`config.mk`:
```
export PLATFORM = sky130hd
export DESIGN_NAME = cla_seq_adder
export DESIGN_NICKNAME = d
export VERILOG_FILES = /design/src/rtl/cla_seq_adder.sv
export SDC_FILE = /design/constraint.sdc
export NUM_CORES = 1
export LEC_CHECK = 0
export BUFFER_PORTS_ARGS = -buffer_cell sky130_fd_sc_hd__buf_4
export CAP_MARGIN = 40
export CORE_MARGIN = 2
export CORE_UTILIZATION = 30
export CTS_BUF_LIST = sky130_fd_sc_hd__clkbuf_8
export CTS_CLUSTER_SIZE = 20
export DETAILED_ROUTE_END_ITERATION = 12
export HOLD_SLACK_MARGIN = 0.12
export MAX_ROUTING_LAYER = met4
export SYNTH_ARGS = -nofsm -noshare
export SYNTH_HDL_FRONTEND = slang
export SYNTH_SLANG_ARGS = --single-unit
```
`constraint.sdc`:
```
create_clock -name clk -period 8.95 [get_ports clk]
set_clock_uncertainty 0.05 [all_clocks]
set_input_delay 2.685 -clock clk [delete_from_list [all_inputs] [get_ports clk]]
set_output_delay 2.685 -clock clk [all_outputs]
set_load 0.02 [all_outputs]
```
`src/rtl/cla_seq_adder.sv`:
```
// Wide adder built from one 3-bit carry-lookahead slice reused once per clock.
// Operands are accepted and results returned over valid/ready handshakes.

module cla3 (
  input  logic [2:0] a,
  input  logic [2:0] b,
  input  logic       cin,
  output logic [2:0] s,
  output logic       cout
);
  logic [2:0] g, p;
  logic [3:0] c;

  assign g = a & b;
  assign p = a ^ b;

  // All carries come straight from generate/propagate, with no rippling inside the slice
  assign c[0] = cin;
  assign c[1] = g[0] | (p[0] & cin);
  assign c[2] = g[1] | (p[1] & g[0]) | (p[1] & p[0] & cin);
  assign c[3] = g[2] | (p[2] & g[1]) | (p[2] & p[1] & g[0]) | (p[2] & p[1] & p[0] & cin);

  assign s    = p ^ c[2:0];
  assign cout = c[3];
endmodule

module cla_seq_adder #(
  parameter int WIDTH = 12
) (
  input  logic             clk,
  input  logic             rst,
  input  logic             in_valid,
  output logic             in_ready,
  input  logic [WIDTH-1:0] in_a,
  input  logic [WIDTH-1:0] in_b,
  input  logic             in_cin,
  output logic             out_valid,
  input  logic             out_ready,
  output logic [WIDTH-1:0] out_sum,
  output logic             out_cout,
  output logic             busy
);
  localparam int NCHUNK = WIDTH / 3;
  localparam int IW     = (NCHUNK > 1) ? $clog2(NCHUNK) : 1;
  localparam logic [IW-1:0] LAST = IW'(NCHUNK - 1);

  if ((WIDTH % 3) != 0 || WIDTH < 3) begin : g_bad_width
    $error("cla_seq_adder: WIDTH must be a positive multiple of 3");
  end

  typedef enum logic [1:0] {IDLE, RUN, DONE} state_t;

  state_t           state;
  logic [IW-1:0]    idx;
  logic             carry;
  logic [WIDTH-1:0] opa, opb;
  logic [2:0]       slice_a, slice_b, slice_s;
  logic             slice_cout;

  assign in_ready  = (state == IDLE) & ~rst;
  assign out_valid = (state == DONE);
  assign busy      = (state != IDLE);

  // Steer the current chunk of each operand onto the shared slice
  always_comb begin
    slice_a = '0;
    slice_b = '0;
    for (int k = 0; k < NCHUNK; k++) begin
      if (idx == IW'(k)) begin
        slice_a = opa[3*k +: 3];
        slice_b = opb[3*k +: 3];
      end
    end
  end

  cla3 u_slice (
    .a    (slice_a),
    .b    (slice_b),
    .cin  (carry),
    .s    (slice_s),
    .cout (slice_cout)
  );

  always_ff @(posedge clk) begin
    if (rst) begin
      state    <= IDLE;
      idx      <= '0;
      carry    <= 1'b0;
      out_sum  <= '0;
      out_cout <= 1'b0;
    end else begin
      case (state)
        IDLE: begin
          if (in_valid && in_ready) begin
            opa   <= in_a;
            opb   <= in_b;
            carry <= in_cin;
            idx   <= '0;
            state <= RUN;
          end
        end
        RUN: begin
          for (int k = 0; k < NCHUNK; k++) begin
            if (idx == IW'(k)) out_sum[3*k +: 3] <= slice_s;
          end
          carry <= slice_cout;
          if (idx == LAST) begin
            out_cout <= slice_cout;
            idx      <= '0;
            state    <= DONE;
          end else begin
            idx <= idx + IW'(1);
          end
        end
        DONE: begin
          if (out_ready) state <= IDLE;
        end
        default: state <= IDLE;
      endcase
    end
  end
endmodule

```
==> PnR_summary.wiki <==
{| class="wikitable"
! Metric !! Value
|-
| Share of the synthesized area in the top cell type || approximately two fifths
|-
| Clk Tree Root Cell || sky130_fd_sc_hd__clkbuf_8
|-
| Main combinational cell family by area after synthesis || compound AO/OA/AOI/OAI gates
|-
| Worst Setup Slack, final || 3050 ps
|-
| Metal1 wirelength || 1.58 mm
|-
| Post-synthesis instance area || ~1800 µm²
|-
| Cell type with the highest aggregate area in the netlist || sky130_fd_sc_hd__edfxtp_1
|-
| Critical path data required time || around 6200 ps
|-
| Actual slew at the worst max-slew pin || approximately 710 ps
|-
| Number of clock buffers inserted by TritonCTS || 5
|-
| Layout overhead on the synthesized area || 25.7%
|-
| Yosys cell types || 38
|-
| Vias || around 1300
|-
| Category of the worst setup path capture point || output port
|-
| Sequential share of the synthesized area || approximately 60%
|-
| Yosys warns || 0
|-
| Total routed wirelength || between 3 and 4 mm
|-
| Setup Viol. Count Final || 0
|-
| Net count after synthesis || roughly 190
|-
| Fmax achieved || approximately 170 MHz
|-
| Total number of nets in the final design || around 230
|-
| Post-synth ARST share || 0%
|-
| Placer's final routability congestion estimate || approximately 0.74
|-
| Multiplexer area fraction after synthesis || 0%
|-
| IO Port Bufs || between 40 and 50
|-
| Number of detailed-route iterations in the first pass || 4
|-
| Flop and latch count out of synthesis || 42
|-
| Synthesized instance count || 150
|-
| 1st-iter DRT viols || ~80
|-
| Proportion of layout cells with a drive suffix above 1 || between 30% and 40%
|-
| Total number of clock tree sinks || 42
|-
| Simple-Gate Fraction of Synth Area || 14.2%
|-
| Total chip power || approximately 430 µW
|-
| Half-perimeter wire length of the detailed placement result || about 2.5 mm
|-
| Antenna cell count || 0
|-
| Final worst path period share || around 66%
|-
| Post-Synthesis Mean Instance Area || ~12 µm²
|-
| Post-route minimum period || 5900 ps
|-
| Final Util || 39.1%
|-
| Cell total after placement || 260
|-
| Most used DFF post-synth || sky130_fd_sc_hd__edfxtp_1
|-
| Max VDD drop || approximately 0.10 mV
|-
| Number of non-filler instances in the completed layout || approximately 270
|-
| Overall die height || between 80 and 90 µm
|-
| Via-to-Cell Ratio || 4.74
|-
| Gr usage total || 12.1%
|-
| Leakage Power || 0.000893 µW
|-
| Pre-CTS setup slack || ~3000 ps
|-
| Number of global-route vias before repair || approximately 1300
|-
| Hold_buf cts || 0
|-
| Number of setup buffers added after CTS || 0
|-
| Commonest cells in the netlist || sky130_fd_sc_hd__edfxtp_1 (24), sky130_fd_sc_hd__dfxtp_1 (18), sky130_fd_sc_hd__a21oi_1 (13)
|-
| Class of the worst hold path || reg -> reg
|-
| Endpoints failing hold || 0
|-
| Clock insertion delay at the later pin of the skew report || slightly below 300 ps
|-
| Number of standard-cell rows in the floorplan || 28
|-
| Startpoint type of the worst setup path || input pin
|-
| Area of the core || 5920 µm²
|-
| Synth top area cells || sky130_fd_sc_hd__edfxtp_1 (39%), sky130_fd_sc_hd__dfxtp_1 (20%), sky130_fd_sc_hd__ha_1 (4.8%)
|-
| Largest net degree at the start of global routing || 25
|-
| Most numerous cell in the Yosys netlist || sky130_fd_sc_hd__edfxtp_1
|-
| Die extent in x || slightly above 80 µm
|-
| Worst slew margin relative to its limit || between 50% and 60%
|-
| Clock tree from TritonCTS || done
|-
| Xor and xnor area share after synthesis || less than 1%
|-
| Remaining Overflow, GRT || 0
|-
| Setup total negative slack || 0 ps
|-
| Number of nets still failing antenna checks after routing || 0
|-
| Metal3 WL || 177 µm
|-
| WL per Instance || ~13 µm
|-
| Global-route wire length before repair || ~6 mm
|-
| Number of DRC violations after detailed routing || 0
|-
| Top routing layer used || met3
|-
| Post-synthesis compound-gate area fraction || 15.9%
|-
| Met2 wire length || between 1.5 and 2 mm
|-
| Cts repair resizes || 0
|-
| Path type of the worst setup path || in -> out
|-
| Total count of max-transition violations in the final report || 0
|-
| Unrepaired setup endpoints after global routing || no
|-
| Max-capacitance violation count || 0
|-
| Data arrival, critical path || roughly 3200 ps
|-
| Run status || completed
|-
| PwrDens || about 190 nW/µm²
|-
| Antenna violations before repair || 0
|-
| Number of H-tree levels || 2
|-
| EDFF count, synth || 24
|-
| Number of placed I/O pins || between 40 and 50
|-
| Bufs on Longest Clock Path || 2
|-
| Adder-cell share of the synthesized area || a little under 6%
|-
| Initial cell density of the core || a little under a third
|-
| Area of the die || 6780 µm²
|-
| Top fanout value on the critical path || 24
|-
| Clock input transition at the sequential cells of the worst setup and hold paths || 80 ps
|}
## cell usage in the layout, fill, tap and decap left out, types with 2 or more instances in the layout
cell type	Yosys	final
sky130_fd_sc_hd__nand2b_1	3	3
sky130_fd_sc_hd__a221oi_1	5	5
sky130_fd_sc_hd__a22oi_1	2	2
sky130_fd_sc_hd__a21oi_1	13	13
sky130_fd_sc_hd__a311oi_1	4	4
sky130_fd_sc_hd__o31ai_1	5	5
sky130_fd_sc_hd__dfxtp_1	18	18
sky130_fd_sc_hd__edfxtp_1	24	24
sky130_fd_sc_hd__clkbuf_8	0	5
sky130_fd_sc_hd__nand3_1	4	4
sky130_fd_sc_hd__ha_1	7	7
sky130_fd_sc_hd__buf_4	1	45
sky130_fd_sc_hd__nand3b_1	7	7
sky130_fd_sc_hd__nand2_1	11	11
sky130_fd_sc_hd__nor2b_1	6	6
sky130_fd_sc_hd__inv_1	5	5
sky130_fd_sc_hd__o41ai_1	4	4
sky130_fd_sc_hd__nor2_1	5	5
## stage by stage
stage          hold slack (ps)  cell area [µm²]
2_1_floorplan              446             1840
3_3_place_gp               398             2210
3_5_place_dp               408             2210
4_1_cts                    420             2320
5_1_grt                    458             2320
6_report                   417             2320
## worst paths after layout
check | startpoint | to | slack [ps] | depth (start not counted)
worst max-delay path | rst | in_ready | 3050 | 3
worst min-delay path | out_sum[9] | out_sum[9] | 420 | 2
worst max register to register | idx[1] | out_sum[2] | 5970 | 9
worst min register to register | out_sum[9] | out_sum[9] | 420 | 2
## state kept, by name (all words and copies together) (netlist names)
| signal | cells |
|---|---|
| opa | 12 |
| opb | 12 |
| out_sum | 12 |
| idx | 2 |
| state | 2 |
| carry | 1 |
| out_cout | 1 |
## power by group
group | leakage (µW) | internal [µW] | switching (µW)
registers | 0.000369 | 213 | 4.55
clock network | 0.0000541 | 81.9 | 63.1
logic | 0.000470 | 30.3 | 36.0
total | 0.000893 | 325 | 104
## cells by family after synthesis
group                    count (synthesis)
buffers and inverters                   15
XOR/XNOR                                 1
flip-flops                              42
AND/OR/NAND/NOR                         43
AO/OA/AOI/OAI                           41
adder cells (fa/ha/maj)                  8
## worst max-delay path, cell delays in order
cell and delay (ps):
sky130_fd_sc_hd__buf_4 230, sky130_fd_sc_hd__nor2_1 80, sky130_fd_sc_hd__buf_4 160
## area by class of cell
type                    instances  area (µm²)
clock buffers                   5        68.8
clock inverters                 3        40.0
fillers                       570        3600
inverters                       5        18.8
multi-input cells              93         676
flip-flops and latches         42        1080
well taps                      75        93.8
repair buffers                 45         338
## per-layer routing
metal | track usage (%) | up-vias
li1 | - | 646
met1 | 15.0 | 588
met2 | 19.9 | 35
met4 | 2.00 | 0
met3 | 3.59 | 0
met5 | - | -
Power figures use the tool's default switching activity.
